$ cat config.mk
export PLATFORM = sky130hd
export DESIGN_NAME = com4_host
export DESIGN_NICKNAME = d
export VERILOG_FILES = /design/src/rtl/com4_pkg.sv /design/src/rtl/com4_host_rx.sv /design/src/rtl/com4_host.sv
export SDC_FILE = /design/constraint.sdc
export NUM_CORES = 1
export LEC_CHECK = 0
export ABC_CLOCK_PERIOD_IN_PS = 4500
export BUFFER_PORTS_ARGS = -buffer_cell sky130_fd_sc_hd__buf_2
export CORE_UTILIZATION = 65
export CTS_BUF_LIST = sky130_fd_sc_hd__clkbuf_2
export DETAILED_ROUTE_END_ITERATION = 7
export GPL_TIMING_DRIVEN = 0
export PLACE_DENSITY = 0.87
export SYNTH_ARGS = -nofsm -noshare
export SYNTH_HDL_FRONTEND = slang
export SYNTH_SLANG_ARGS = --single-unit
$ cat constraint.sdc
create_clock -name CLK -period 4.5 [get_ports CLK]
set_input_delay 0.45 -clock CLK [delete_from_list [all_inputs] [get_ports CLK]]
set_output_delay 0.45 -clock CLK [all_outputs]
set_load 0.005 [all_outputs]
$ cat src/rtl/com4_pkg.sv
// Shared types and constants for the com4 UART exchange host.
// COM4_HOST_CHECKSUM_EN adds a fifth XOR checksum byte in each direction.
package com4_pkg;

`ifdef COM4_HOST_CHECKSUM_EN
    localparam int FRAME_BYTES = 5;
`else
    localparam int FRAME_BYTES = 4;
`endif

    localparam int IDX_W = $clog2(FRAME_BYTES);

    typedef enum logic [2:0] {
        IDLE,
        TX_BYTE,
        RX_WAIT,
        RX_BYTE,
        FINISH
    } state_t;

    function automatic int clks_per_bit(input int clk_hz, input int baud);
        return clk_hz / baud;
    endfunction

endpackage

$ cat src/rtl/com4_host_rx.sv
// RX synchronizer and bit-period sampler for com4_host.
// Counting runs only while the host FSM holds run high.
module com4_host_rx
    import com4_pkg::*;
#(
    parameter int CPB = 10
) (
    input  logic       clk,
    input  logic       rst_n,
    input  logic       rx,
    input  logic       run,
    output logic       rx_s,
    output logic       byte_valid,
    output logic [7:0] rx_byte,
    output logic       stop_ok,
    output logic       start_glitch
);

    localparam int HALF = CPB / 2;
    localparam int CW   = $clog2(CPB);

    logic          rx_q1;
    logic          rx_q2;
    logic [CW-1:0] cnt;
    logic [CW-1:0] target;
    logic [3:0]    bit_i;
    logic [7:0]    sh;
    logic          sample;

    always_ff @(posedge clk) begin
        if (!rst_n) begin
            rx_q1 <= 1'b1;
            rx_q2 <= 1'b1;
        end else begin
            rx_q1 <= rx;
            rx_q2 <= rx_q1;
        end
    end

    assign rx_s = rx_q2;

    // Start bit is checked at half a period, later bits a full period apart.
    assign target = (bit_i == 4'd0) ? CW'(HALF - 1) : CW'(CPB - 1);
    assign sample = run && (cnt == target);

    always_ff @(posedge clk) begin
        if (!rst_n || !run) begin
            cnt   <= '0;
            bit_i <= '0;
        end else if (sample) begin
            cnt   <= '0;
            bit_i <= bit_i + 4'd1;
        end else begin
            cnt <= cnt + CW'(1);
        end
    end

    always_ff @(posedge clk) begin
        if (!rst_n) begin
            sh <= '0;
        end else if (sample && bit_i >= 4'd1 && bit_i <= 4'd8) begin
            sh <= {rx_s, sh[7:1]};
        end
    end

    assign rx_byte      = sh;
    assign stop_ok      = rx_s;
    assign byte_valid   = sample && (bit_i == 4'd9);
    assign start_glitch = sample && (bit_i == 4'd0) && rx_s;

endmodule

$ cat src/rtl/com4_host.sv
// Initiator for the com4 4-byte UART exchange: send a frame, collect the reply.
// Define COM4_HOST_CHECKSUM_EN for a fifth XOR byte and the ERR_CSUM output.
module com4_host
    import com4_pkg::*;
#(
    parameter int CLK_HZ      = 12000000,
    parameter int BAUD        = 9600,
    parameter int TIMEOUT_CYC = 2000000
) (
    input  logic       CLK,
    input  logic       RST_N,
    input  logic       RX,
    output logic       TX,
    input  logic       START,
    input  logic [7:0] TX_DATA0,
    input  logic [7:0] TX_DATA1,
    input  logic [7:0] TX_DATA2,
    input  logic [7:0] TX_DATA3,
    output logic [7:0] RX_DATA0,
    output logic [7:0] RX_DATA1,
    output logic [7:0] RX_DATA2,
    output logic [7:0] RX_DATA3,
    output logic       BUSY,
    output logic       DONE,
    output logic       ERR_TIMEOUT,
`ifdef COM4_HOST_CHECKSUM_EN
    output logic       ERR_CSUM,
`endif
    output logic       ERR_FRAME
);

    localparam int CPB = clks_per_bit(CLK_HZ, BAUD);
    localparam int CW  = $clog2(CPB);
    localparam int TW  = $clog2(TIMEOUT_CYC);

    localparam logic [IDX_W-1:0] LAST = IDX_W'(FRAME_BYTES - 1);

    state_t           state;
    state_t           state_nx;
    logic [IDX_W-1:0] idx;
    logic [CW-1:0]    tx_cnt;
    logic [3:0]       tx_bit;
    logic [9:0]       tx_sh;
    logic [7:0]       tx_buf [FRAME_BYTES];
    logic [7:0]       rx_mem [FRAME_BYTES];
    logic [TW-1:0]    to_cnt;
    logic             err_to;
    logic             err_fr;

    logic             accept;
    logic             tx_bit_end;
    logic             tx_byte_end;
    logic             timeout;

    logic             rx_s;
    logic             byte_valid;
    logic [7:0]       rx_byte;
    logic             stop_ok;
    logic             start_glitch;

    com4_host_rx #(
        .CPB (CPB)
    ) u_rx (
        .clk          (CLK),
        .rst_n        (RST_N),
        .rx           (RX),
        .run          (state == RX_BYTE),
        .rx_s         (rx_s),
        .byte_valid   (byte_valid),
        .rx_byte      (rx_byte),
        .stop_ok      (stop_ok),
        .start_glitch (start_glitch)
    );

    assign accept      = (state == IDLE) && START;
    assign tx_bit_end  = (state == TX_BYTE) && (tx_cnt == CW'(CPB - 1));
    assign tx_byte_end = tx_bit_end && (tx_bit == 4'd9);
    assign timeout     = (state == RX_WAIT) && (to_cnt == TW'(TIMEOUT_CYC - 1));

    always_ff @(posedge CLK) begin
        if (!RST_N) begin
            state <= IDLE;
        end else begin
            state <= state_nx;
        end
    end

    always_comb begin
        state_nx = state;
        unique case (state)
            IDLE: begin
                if (START) state_nx = TX_BYTE;
            end
            TX_BYTE: begin
                if (tx_byte_end && idx == LAST) state_nx = RX_WAIT;
            end
            RX_WAIT: begin
                if (!rx_s) state_nx = RX_BYTE;
                else if (timeout) state_nx = FINISH;
            end
            RX_BYTE: begin
                unique case (1'b1)
                    start_glitch: state_nx = RX_WAIT;
                    byte_valid: begin
                        if (!stop_ok || idx == LAST) state_nx = FINISH;
                        else state_nx = RX_WAIT;
                    end
                    default: ;
                endcase
            end
            FINISH: state_nx = IDLE;
            default: state_nx = IDLE;
        endcase
    end

    always_comb begin
        TX   = 1'b1;
        BUSY = 1'b0;
        DONE = 1'b0;
        unique case (state)
            TX_BYTE: begin
                TX   = tx_sh[0];
                BUSY = 1'b1;
            end
            RX_WAIT, RX_BYTE: BUSY = 1'b1;
            FINISH: DONE = 1'b1;
            default: ;
        endcase
    end

    always_ff @(posedge CLK) begin
        if (!RST_N) begin
            idx    <= '0;
            tx_cnt <= '0;
            tx_bit <= '0;
            tx_sh  <= '1;
            to_cnt <= '0;
            err_to <= 1'b0;
            err_fr <= 1'b0;
            for (int i = 0; i < FRAME_BYTES; i++) begin
                tx_buf[i] <= '0;
                rx_mem[i] <= '0;
            end
        end else begin
            unique case (state)
                IDLE: begin
                    if (accept) begin
                        tx_buf[0] <= TX_DATA0;
                        tx_buf[1] <= TX_DATA1;
                        tx_buf[2] <= TX_DATA2;
                        tx_buf[3] <= TX_DATA3;
`ifdef COM4_HOST_CHECKSUM_EN
                        tx_buf[4] <= TX_DATA0 ^ TX_DATA1
                                   ^ TX_DATA2 ^ TX_DATA3;
`endif
                        tx_sh  <= {1'b1, TX_DATA0, 1'b0};
                        idx    <= '0;
                        tx_cnt <= '0;
                        tx_bit <= '0;
                        err_to <= 1'b0;
                        err_fr <= 1'b0;
                    end
                end
                TX_BYTE: begin
                    if (!tx_bit_end) begin
                        tx_cnt <= tx_cnt + CW'(1);
                    end else begin
                        tx_cnt <= '0;
                        if (tx_bit != 4'd9) begin
                            tx_bit <= tx_bit + 4'd1;
                            tx_sh  <= {1'b1, tx_sh[9:1]};
                        end else if (idx == LAST) begin
                            tx_bit <= '0;
                            idx    <= '0;
                            to_cnt <= '0;
                        end else begin
                            // Next byte follows the stop bit with no gap.
                            tx_bit <= '0;
                            idx    <= idx + IDX_W'(1);
                            tx_sh  <= {1'b1, tx_buf[idx + IDX_W'(1)], 1'b0};
                        end
                    end
                end
                RX_WAIT: begin
                    if (rx_s) begin
                        if (timeout) err_to <= 1'b1;
                        else to_cnt <= to_cnt + TW'(1);
                    end
                end
                RX_BYTE: begin
                    if (byte_valid) begin
                        rx_mem[idx] <= rx_byte;
                        if (!stop_ok) begin
                            err_fr <= 1'b1;
                        end else if (idx != LAST) begin
                            idx    <= idx + IDX_W'(1);
                            to_cnt <= '0;
                        end
                    end
                end
                default: ;
            endcase
        end
    end

`ifdef COM4_HOST_CHECKSUM_EN
    logic       err_cs;
    logic [7:0] rx_xor;

    assign rx_xor = rx_mem[0] ^ rx_mem[1] ^ rx_mem[2] ^ rx_mem[3];

    always_ff @(posedge CLK) begin
        if (!RST_N) begin
            err_cs <= 1'b0;
        end else if (accept) begin
            err_cs <= 1'b0;
        end else if (state == RX_BYTE && byte_valid
                     && stop_ok && idx == LAST) begin
            err_cs <= (rx_byte != rx_xor);
        end
    end

    assign ERR_CSUM = err_cs;
`endif

    assign RX_DATA0    = rx_mem[0];
    assign RX_DATA1    = rx_mem[1];
    assign RX_DATA2    = rx_mem[2];
    assign RX_DATA3    = rx_mem[3];
    assign ERR_TIMEOUT = err_to;
    assign ERR_FRAME   = err_fr;

endmodule

==> summary by stage, run 1 <==
Placement
Buffers placed on the I/O ports in this run total 72. Including well taps, the total number of placed cells is 865. The congestion estimate from routability-driven global placement came to 0.9123. The HPWL after detailed placement is 10.54 mm.

Clock network
Buffers inserted during clock tree synthesis total 17. The master cell of the clock root buffer is clkbuf_2. The maximum count of clock buffers along a single path is 2. At the later pin of the worst-skew pair, clock insertion delay measures 0.75 ns. The clock drives 141 sinks.

After clock tree synthesis, the clock-pin slew on the worst setup and hold paths is 0.21 ns. Once the clock tree was built, the setup fixing pass inserted 0 buffers. The clock tree from TritonCTS is yes. The deepest level of the CTS H-tree is 4.

Detailed routing
The detailed-route wire length per cell is 17.24 um. The mean number of vias per cell is 6.069. The pre-antenna-repair detailed-routing pass consisted of 5 iterations. The residual DRC count is 0. The total number of vias is 5638. For this block, the routed nets add up to 16.02 mm of wire. The number of nets with antenna violations after routing is 0. The DRC violation total after the first TritonRoute iteration is 549.

Synth
Summed over all instances, the cell type with the most area after synthesis is edfxtp_1. In the synthesized netlist, the number of instances is 660. The number of enable flip-flop cells after synthesis is 64.

Counting distinct cell types in the post-synthesis netlist gives 64. The number of nets produced by synthesis is 707. The share of synthesized area in the top cell type comes to 0.2875. By area the synthesized netlist is led by edfxtp_1, dfxtp_1, and2_1. After synthesis the netlist holds a flip-flop and latch count of 141. The Yosys warning count is 0. The share of the Yosys chip area taken by registers is 0.5181. The netlist area before placement is 6685 sq um. The leading register cell type out of synthesis is dfxtp_1. After synthesis, the share of flip-flops with an asynchronous set or reset is 0.

A synthesized cell averages 10.13 sq um.

Floorplan
The die is 103.4 um tall. 73 I/O pins were placed. The floorplan has 36 rows. The x dimension of the die is 103.4 um. The starting density of the core is 0.6777. The die covers 10690 sq um. The total core area is 9864 sq um.

STA
For the pin with the worst max-slew slack, the measured transition is 0.8092 ns. The setup TNS is 0 ns. Setup repair after global routing left no endpoint under its margin. The number of max-slew violations in the final report was 0.

Headroom to the max-slew limit came out at 0.4549. Across the routed clock network, the largest skew measured is 0.02454 ns. The final count of negative-setup-slack endpoints is 0. The final hold violation count is 0. The maximum clock frequency is 345.3 MHz. The time the worst path needs with I/O delays and setup is 2.896 ns. The ratio of final minimum period to clock period is 0.6436.

Global route
The first global-routing pass estimated 25.33 mm of wire. Entering global routing, the biggest net connects 35 pins. Global routing finished with a remaining overflow of 0. The global routing usage summed across all routing layers is 0.3180. The initial antenna violation count came to 1.

The number of global-route vias before repair is 5293.

Worst setup path
The endpoint type of the worst setup path is a flop. Along the worst path, the maximum fanout reaches 10. The endpoint arrival time on the critical path is 3.32 ns. The startpoint-to-endpoint class of the critical path is flop to flop. STA classifies the critical path startpoint as a flop. Data on the critical path is required at its endpoint by 4.92 ns.

Worst hold path
The path class of the tightest hold or removal check is input port to flop.

Layout
Of the cells placed in the final design, the portion with a size suffix greater than 1 is 0.1658. The final layout contains 830 nets. The finished layout holds 929 standard cells, fillers aside. The end-of-flow core utilization is 0.7955. The count of filler cells inserted in the layout is 609. The most common library cell in the layout ignoring fill and taps is dfxtp_1. The area overhead of the layout relative to synthesis is 17.39%.

In the layout the commonest cells are dfxtp_1, buf_2, and2_1. The final antenna diode count is 0.

Pwr
The maximum VDD drop is 0.0002795 V. The power density relative to cell area is 394.4 nW/um^2. The leakage dissipation is 2.908 nW.

Flow run
Across the run, the number of max-cap violations was 0.

Run status
The flow ran to the end, and the final reports show no timing, DRC or antenna violations.
-- logic make-up (layout without fill, tap and decap cells) --
kind of cell	Yosys count	count (layout)	synth area share
DFF	141	141	0.5181
xor gates and xnor gates	13	13	0.01703
muxes	20	20	0.04492
AOI/OAI and AO/OA	123	123	0.1173
adders and majority gates	11	11	0.02059
buffers and inverters	47	183	0.02807
and+or+nand+nor	305	305	0.2540
-- sequential cells by signal, summed over array words and instances (netlist names) --
signal,flops
ERR_TIMEOUT,1
state,3
tx_cnt,11
tx_sh,9
u_rx.bit_i,4
tx_buf,32
rx_mem,32
u_rx.rx_byte,8
u_rx.rx_s,1
idx,2
to_cnt,21
tx_bit,4
ERR_FRAME,1
u_rx.cnt,11
u_rx.rx_q1,1
-- path summary, 6_finish.rpt --
check,startpoint,end,slack [ns],depth (start not counted)
max,u_rx.cnt[1]$_SDFF_PP0_,rx_mem[0][0]$_SDFFCE_PN0P_,1.60,6
min,TX_DATA0[5],tx_sh[6]$_SDFFE_PN1P_,0.02,3
max reg2reg,u_rx.cnt[1]$_SDFF_PP0_,rx_mem[0][0]$_SDFFCE_PN0P_,1.60,6
min reg2reg,u_rx.rx_q1$_SDFF_PN1_,u_rx.rx_s$_SDFF_PN1_,0.43,1
-- synth_stat cells, types with 7 or more instances --
cell type  number
nand4_1        10
mux2i_1        12
edfxtp_1       64
a21oi_1        37
nand3_1        31
nor4_1          7
nand2b_1        9
xnor2_1         7
nand2_1        61
a31oi_1         7
mux4_2          8
inv_1          11
dfxtp_1        77
or3_1          10
ha_1           11
o21ai_0        31
a311oi_1       11
and2_1         69
clkbuf_1       32
nor2_1         53
-- what timing repair did --
item,CTS,global route
hold buffers,32,0
hold endpoints to repair,32,0
resized for setup,0,0
-- stage by stage --
stage | worst slack (ns) | total power, mW | hold WS [ns] | cell area [sq um]
2_1_floorplan | 1.973 | 1.977 | 0.3863 | 6685
3_5_place_dp | 1.627 | 2.157 | 0.3937 | 7212
6_report | 1.604 | 3.095 | 0.01622 | 7848
4_1_cts | 1.597 | 3.074 | 0.0005593 | 7845
5_1_grt | 1.339 | 3.226 | 0.006762 | 7848
3_3_place_gp | 1.704 | 2.124 | 0.3924 | 7212
-- final cells by class --
cell class | count | area (sq um) | area share
clock inverters | 14 | 222.7 | 0.02838
well taps | 133 | 166.4 | 0.02121
repair buffers | 104 | 680.7 | 0.08673
flip-flops and latches | 141 | 3463 | 0.4413
plain buffers | 36 | 146.4 | 0.01865
inverters | 11 | 41.29 | 0.005261
multi-input cells | 472 | 3037 | 0.3870
clock buffers | 18 | 90.09 | 0.01148
-- worst max-delay path, cell delays in order, from the launching register on --
cell and delay (ns):
dfxtp_1 0.38, or4_4 0.56, or2_2 0.34, nor3_1 0.22, clkbuf_1 0.28, nor3b_2 0.41
nand2b_1 0.39
-- where the power goes --
group | total, mW | switching [mW] | leakage [nW] | internal [mW]
sequential | 1.53 | 0.0582 | 1.27 | 1.48
combinational | 0.639 | 0.397 | 1.45 | 0.242
clock | 0.922 | 0.451 | 0.181 | 0.471
total | 3.10 | 0.906 | 2.91 | 2.19
-- routing by layer --
layer  wire (um)  vias to the layer above  share of wire  global-route usage
li1            -                     2665              -                   -
met1        6241                     2656           0.39              0.3619
met2        8256                      258           0.52              0.5695
met3        1051                       57          0.066             0.06183
met4         455                        2          0.028              0.1603
met5          13                        -        0.00081                   0
(Power assumes the default switching activity.)
==> run 2, diff against run 1 <==
- ABC_CLOCK_PERIOD_IN_PS: 4500 -> 3020
- CORE_UTILIZATION: 65 -> 61
- PLACE_DENSITY: 0.87 -> 0.82
- clock period: 4.5 -> 3.02 ns (I/O delays scaled with it)
==> run 2 against run 1 <==
Compared with the run above: sequential power rose by 49%; largest power group unchanged; combinational power rose by 49%; register-to-register slack got worse by 1.4 ns.
==> summary by stage, run 2 (synthesis results as in run 1) <==
Run status
The flow ran to the end, and the final reports show no timing, DRC or antenna violations.

Pwr
Of the total power, combinational logic draws 0.219. The clock power share is 0.259. Of the total power, the share spent switching nets is 0.3045.

The internal cell power is 3.038 mW. The power density relative to cell area is 557.8 nW/um^2. For this design the total switching power over the nets is 1.330 mW. The part of the total power dissipated in sequential elements is 0.522.

The analysis attributes to cell leakage a power of 2.898 nW. The maximum VDD drop is 0.0003908 V.

STA
In this run the tightest slew margin relative to its limit is 0.4371. Setup repair after global routing left no endpoint under its margin. The ratio of final minimum period to clock period is 0.9216. The clock skew after layout is 0.02499 ns. The final hold violation count is 0. The maximum clock frequency is 359.3 MHz. The actual transition at the worst max-transition pin is 0.8355 ns. The number of max-slew violations in the final report is 0. The clock period could shrink to 2.783 ns. The final count of negative-setup-slack endpoints is 0. Summed over all failing endpoints, the final setup total negative slack is 0 ns.

Placement
The count of buffers added on input and output ports is 72. After legalization and detailed placement, the total HPWL measured 10.06 mm. Once placement finished, the instance area stood at 7216 sq um.

The congestion estimate from routability-driven global placement came to 0.9233. In this run, placement finished with an instance count of 868.

Global route
The first-pass GRT wire length is 24.25 mm. Across every metal layer, demand over resource in global routing totals 0.2769. Entering global routing, the biggest net connects 35 pins.

After global routing the overflow that remains totals 0. The number of global-route vias before repair is 5241. The initial antenna violation count is 0.

Layout
After filler insertion, the fill cell instance count of the layout stands at 714. Relative to the synthesized area, the layout overhead comes to 17.13%. After routing the design area is 7830 sq um. In the layout the commonest cells are dfxtp_1, buf_2, and2_1. The number of antenna diodes in the final layout is 0. The most common library cell in the layout ignoring fill and taps is dfxtp_1.

The largest registers in the layout are rx_mem: 32 flops, tx_buf: 32 flops, to_cnt: 21 flops. The multi-input gate area in the final layout is 3048 sq um. The net count of the finished layout is 833. The count of non-filler cells in the finished layout is 935. The ratio of cells with drive above 1 in the final layout is 0.1690. The sequential standard cell area is 3463 sq um.

Clock network
The clock net in this run drives a total of 141 sinks. The maximum count of clock buffers along a single path is 2. The count of buffers added by post-CTS timing repair for setup is 0. The master cell of the clock root buffer is clkbuf_2.

The number of buffers inserted during clock tree synthesis is 17. The clock-pin slew reported for the worst setup and hold paths after clock tree synthesis is 0.20 ns. The deepest level of the CTS H-tree is 4. For the worst-skew pair, the clock arrives at the later sink with an insertion delay of 0.71 ns. The clock tree from TritonCTS is yes.

Floorplan
The number of top-level pins is 73. The die extent in y is 106.7 um. The starting density of the core is 0.6390. The floorplan step defined a die boundary enclosing 11380 sq um.

Row generation in the floorplan step produced 37 rows. The x dimension of the die is 106.7 um. The total core area is 10460 sq um.

Detailed routing
For this block, the routed nets add up to 15.14 mm of wire. The residual DRC count is 0. The mean number of vias per cell is 5.940. The detailed-route wire length per cell is 16.20 um. The first routing iteration left 437 violations.

For this run, the detailed router's first-pass iteration total came to 7. Once detail routing completed, the nets flagged for antenna violations numbered 0. The total number of vias is 5554.

Flow run
The max-cap violation count is 0.

Worst setup path
The endpoint arrival time on the critical path is 3.22 ns. The category of the worst setup path launch point is a flop. The required time reported for the critical path endpoint is 3.46 ns. The worst register-to-register path has a setup slack of 0.24 ns.

The worst reg2reg path depth is 7. The largest fanout on the critical path is 10. The worst register-to-register path begins at u_rx.cnt[1]$_SDFF_PP0_. In this run the critical register-to-register path is captured at rx_mem[2][3]$_SDFFCE_PN0P_.

STA classifies the critical path endpoint as a flop. The startpoint-to-endpoint class of the critical path is flop to flop.

Worst hold path
The instance count along the most critical hold path is 3. The terminating pin of the worst hold path is u_rx.rx_s$_SDFF_PN1_. The startpoint identified for the worst hold timing path is RST_N. The path class of the lowest-slack min-delay path is input port to flop.
## run 2: changes by cell type in the layout (fill, tap and decap cells not counted), sizes merged
cell,change
inv,-1
clkinv,+3
dlygate4sd3,+3
bufinv,-3
clkbuf,+3
clkinvlp,-2
## run 2: how the worst max path moves through the flow
| stage | from | endpoint | slack (ns) | cells past startpoint |
|---|---|---|---|---|
| final | u_rx.cnt[1]$_SDFF_PP0_ | rx_mem[2][3]$_SDFFCE_PN0P_ | 0.24 | 7 |
| after global routing | u_rx.cnt[1]$_SDFF_PP0_ | rx_mem[2][6]$_SDFFCE_PN0P_ | 0.02 | 7 |
| after CTS | u_rx.cnt[1]$_SDFF_PP0_ | rx_mem[0][7]$_SDFFCE_PN0P_ | 0.11 | 6 |
| after detailed placement | u_rx.cnt[1]$_SDFF_PP0_ | rx_mem[0][1]$_SDFFCE_PN0P_ | 0.17 | 6 |
| after global placement | u_rx.cnt[1]$_SDFF_PP0_ | rx_mem[0][0]$_SDFFCE_PN0P_ | 0.22 | 6 |
| after floorplan | u_rx.cnt[1]$_SDFF_PP0_ | rx_mem[2][0]$_SDFFCE_PN0P_ | 0.49 | 7 |
## run 2: power by group through the flow
stage	registers, mW	clock network [mW]	logic (mW)
6_report	2.28	1.13	0.955
5_1_grt	2.30	1.22	1.05
4_1_cts	2.28	1.14	0.927
3_5_place_dp	2.32	0	0.890
3_3_place_gp	2.31	0	0.856
2_1_floorplan	2.30	0	0.644
## run 2: what timing repair did
item                       in CTS  in global routing
hold buffers                   35                  0
setup endpoints to repair       0                 16
hold endpoints to repair       43                  0
gates resized for setup         0                  3
## run 2: per-stage QoR
stage / worst slack [ns] / utilization / power [mW] / hold slack (ns)
finish: 0.2367 / 0.7484 / 4.368 / 0.3409
global route: 0.01912 / 0.7484 / 4.572 / 0.2855
CTS: 0.1088 / 0.7471 / 4.350 / 0.2886
detailed placement: 0.1690 / 0.6897 / 3.211 / 0.4075
global placement: 0.2240 / 0.6897 / 3.169 / 0.3977
floorplan: 0.4931 / - / 2.946 / 0.3750
## run 2: critical path, cell delays in order, from the launching register on
cell,delay (ns)
dfxtp_1,0.38
or4_4,0.56
or2_2,0.33
nor3_1,0.26
clkbuf_1,0.30
and3b_1,0.20
clkbuf_1,0.22
nand2b_2,0.28
## run 2: area by class of cell
type / count / area share
Timing Repair Buffer: 107 / 0.09076
Inverter: 11 / 0.005273
Multi-Input combinational cell: 472 / 0.3893
Clock inverter: 11 / 0.01854
Tap cell: 136 / 0.02173
Sequential cell: 141 / 0.4423
Clock buffer: 21 / 0.01342
Buffer: 36 / 0.01870
## run 2: metal layers
| layer | GRT usage | wire, um | vias to the layer above |
|---|---|---|---|
| li1 | - | - | 2676 |
| met1 | 0.3216 | 6197 | 2589 |
| met2 | 0.4839 | 7545 | 252 |
| met3 | 0.06444 | 1020 | 37 |
| met4 | 0.1282 | 381 | 0 |
| met5 | 0 | 0 | - |
==> run 3, diff against run 2 <==
- ABC_AREA: default -> 1
- CAP_MARGIN: default -> 0
==> run 3 against run 2 <==
Compared with the run above: sequential share of layout area down 1.2 points; first-iteration DRC count grew 7.6%; largest cell class unchanged; synthesized area increased by 3.1%; critical endpoint is now rx_mem[3][4]$_DFFE_PP_; power grew 16%; clock skew is 0.0060 ns higher; critical path type unchanged; register-to-register slack improved by 0.098 ns; critical path depth down 1; cell count up 21%; wire length rose by 6.6%.
==> summary by stage, run 3 <==
Run status
The flow ran to the end, and the final reports show no timing, DRC or antenna violations.

Floorplan
The floorplan step defined a core boundary enclosing 10940 sq um. The starting density of the core is 0.6300. 73 I/O pins were placed. The x dimension of the die is 108.3 um. The area of the die is 11720 sq um. The die is 108.3 um tall.

The total number of placement rows is 38.

Clock network
TritonCTS built the clock tree. The number of buffers inserted during clock tree synthesis is 17. CTS saw 141 sinks. The longest clock path from root to sink contains 2 buffers.

Clock-pin slew was measured on the worst setup and hold paths at 0.24 ns. The master cell of the clock root buffer is clkbuf_2. The clock reaches the later pin of the worst-skew pair after 0.71 ns. The clock tree synthesis step divided the H-tree into 4 levels.

Synth
The synthesized instance count is 855. The share of synthesized area in the top cell type comes to 0.2790. The leading register cell type out of synthesis is dfxtp_1. Yosys attributes the largest share of cell area to edfxtp_1, dfxtp_1, nor2_1. The most numerous cell in the Yosys netlist is nor2_1.

The largest area contributor in the synthesized netlist is edfxtp_1. Averaged over all synthesized cells, the footprint is 8.057 sq um. For this run, the number of Yosys warnings is 0. The distinct cell type count after synthesis is 46. The sequential-to-total area share from yosys stat is 0.5027.

After synthesis, the most frequently instantiated cells are nor2_1, nand2_1, inv_1. The number of nets produced by synthesis is 902. The number of flip-flops and latches in the synthesized netlist is 141. The number of enable flip-flop cells after synthesis is 64. For this run, asynchronously set or reset flops after synthesis account for 0.

The mapped netlist covers 6889 sq um.

Placement
The count of input and output buffers is 72. After detailed placement, the total cell area comes to 7425 sq um. Once detailed placement completed, the half-perimeter wirelength came to 11.16 mm. At the end of routability-driven placement, the weighted congestion stood at 0.9394.

The placement-stage worst setup slack is 0.2893 ns.

STA
Dividing the final minimum period by the clock period gives 0.8891. The number of max-slew violations in the final report is 0. The final hold violation count is 0. The worst path meets setup with 0.3349 ns of slack. In the final timing run, aggregate negative setup slack is 0 ns. The remaining max-slew budget at the tightest pin is 0.1603. Based on the critical path, the design can be clocked at up to 372.4 MHz. The actual transition at the worst max-transition pin is 1.249 ns. For the final database, setup skew stands at 0.03100 ns.

Setup repair after global routing left no endpoint under its margin. The time the worst path needs with I/O delays and setup is 2.685 ns. The final count of negative-setup-slack endpoints is 0.

Global route
After global routing the overflow that remains totals 0. The number of global-route vias before repair is 5476. For this run, the total global-route usage over all layers was measured as 0.2863.

The maximum number of pins on one net before global-route repair is 35. The first global-routing pass estimated 25.79 mm of wire. The initial antenna violation count is 0.

Worst setup path
The required time reported for the critical path endpoint is 3.37 ns. In this design, the critical path's most frequently occurring cell is inv_1. The slowest cell on the critical path is o31ai_1. The startpoint-to-endpoint class of the critical path is flop to flop. The signal on the critical path passes through inv_1 -> ha_1 -> inv_1 -> nor3_1 -> nand4_4 -> o31ai_1. In this design, the largest share of critical-path delay is due to compound AO/OA/AOI/OAI gates. The endpoint type of the worst setup path is a flop. STA classifies the critical path startpoint as a flop.

In this run the worst path has a maximum fanout of 8. The buffer and inverter count on the worst path is 2. Data on the critical path arrives at its endpoint at 3.03 ns. The largest single stage delay on the critical path is 1.02 ns.

Layout
The final antenna diode count is 0. The area overhead of the layout relative to synthesis is 16.87%. The library cell used most frequently in the layout, excluding fill and tap cells, is nor2_1. The final non-filler cell area is 8051 sq um. In the layout the commonest cells are nor2_1, nand2_1, inv_1. Of the cells placed in the final design, the portion with a size suffix greater than 1 is 0.1490. The largest registers in the layout are rx_mem: 32 flops, tx_buf: 32 flops, to_cnt: 21 flops. The number of nets in the finished design is 1027.

Detailed routing
The detail route stage leaves a number of antenna-violating nets equal to 0. The total number of vias is 6119. In the final routed layout, each cell accounts on average for 14.25 um. The detailed router finished its first iteration with 470 violations.

The mean number of vias per cell is 5.401. The residual DRC count is 0. The routed wire length is 16.15 mm. The first TritonRoute pass finished after 6 iterations.

Worst hold path
The tightest min-delay check is of the input port to flop type.

Pwr
After layout, the design draws a total of 5.056 mW. For this design the ratio of total power to cell area is 628.0 nW/um^2. The maximum VDD drop is 0.0004271 V. For this design the static power due to leakage is 3.300 nW.

Flow run
The tool flagged a number of max-cap violations equal to 0.
[run 3: cell types whose count changed in the layout (fill, tap and decap cells not counted), sizes merged, moves of 19 or more]
cell	before	now
and2	69	0
nand3	31	54
clkbuf	53	34
nand2	61	154
nor2	53	172
inv	11	115
[run 3: layout make-up]
| class | count | area [sq um] |
|---|---|---|
| plain buffers | 23 | 127.6 |
| clock buffers | 19 | 95.09 |
| clock inverters | 13 | 188.9 |
| fillers | 827 | 2884 |
| inverters | 115 | 434.2 |
| multi-input cells | 576 | 2867 |
| flip-flops and latches | 141 | 3463 |
| well taps | 140 | 175.2 |
| repair buffers | 106 | 700.7 |
[run 3: layer usage]
metal	share of wire	track usage	routed length [um]
met4	0.022	0.1062	349
met1	0.41	0.3577	6613
met3	0.067	0.05425	1075
met5	0	0	0
met2	0.50	0.4923	8107
[run 3: final timing paths]
check	start	end	slack [ns]	cells past startpoint
min reg2reg	u_rx.rx_q1$_SDFF_PN1_	u_rx.rx_s$_SDFF_PN1_	0.42	1
min	START	ERR_FRAME$_SDFFE_PN0P_	0.12	5
max	u_rx.bit_i[1]$_SDFFE_PP0P_	rx_mem[3][4]$_DFFE_PP_	0.33	6
max reg2reg	u_rx.bit_i[1]$_SDFFE_PP0P_	rx_mem[3][4]$_DFFE_PP_	0.33	6
[run 3: logic make-up (layout without fill, tap and decap cells)]
family	after synthesis	count (layout)	synth area share
xor+xnor	12	12	0.01526
flops	141	141	0.5027
fa+ha+maj	11	11	0.01998
compound gates	128	128	0.1072
buf+inv	138	276	0.08155
simple gates	425	425	0.2733
[run 3: per-stage QoR]
stage | hold WS, ns | util | instances
2_1_floorplan | 0.3925 | - | 855
3_3_place_gp | 0.3956 | 0.6789 | 1067
3_5_place_dp | 0.4023 | 0.6789 | 1067
4_1_cts | 0.08478 | 0.7360 | 1133
5_1_grt | 0.05021 | 0.7363 | 1133
6_report | 0.1245 | 0.7363 | 1133
[run 3: where the power goes]
group	switching [mW]	internal, mW
clock network	0.737	0.558
logic	0.970	0.444
registers	0.124	2.22
total	1.83	3.23
[run 3: timing repair]
action | in CTS | in global routing
endpoints found under the hold margin | 40 | 0
hold buffers | 34 | 0
resized for setup | 0 | 1
setup buffers | 0 | 0
setup endpoints to repair | 0 | 8
[run 3: worst min-delay path, cell delays in order]
cell,delay (ns)
buf_2,0.11
nand2_1,0.15
o21ai_0,0.12
a21oi_1,0.08
nor2_1,0.07
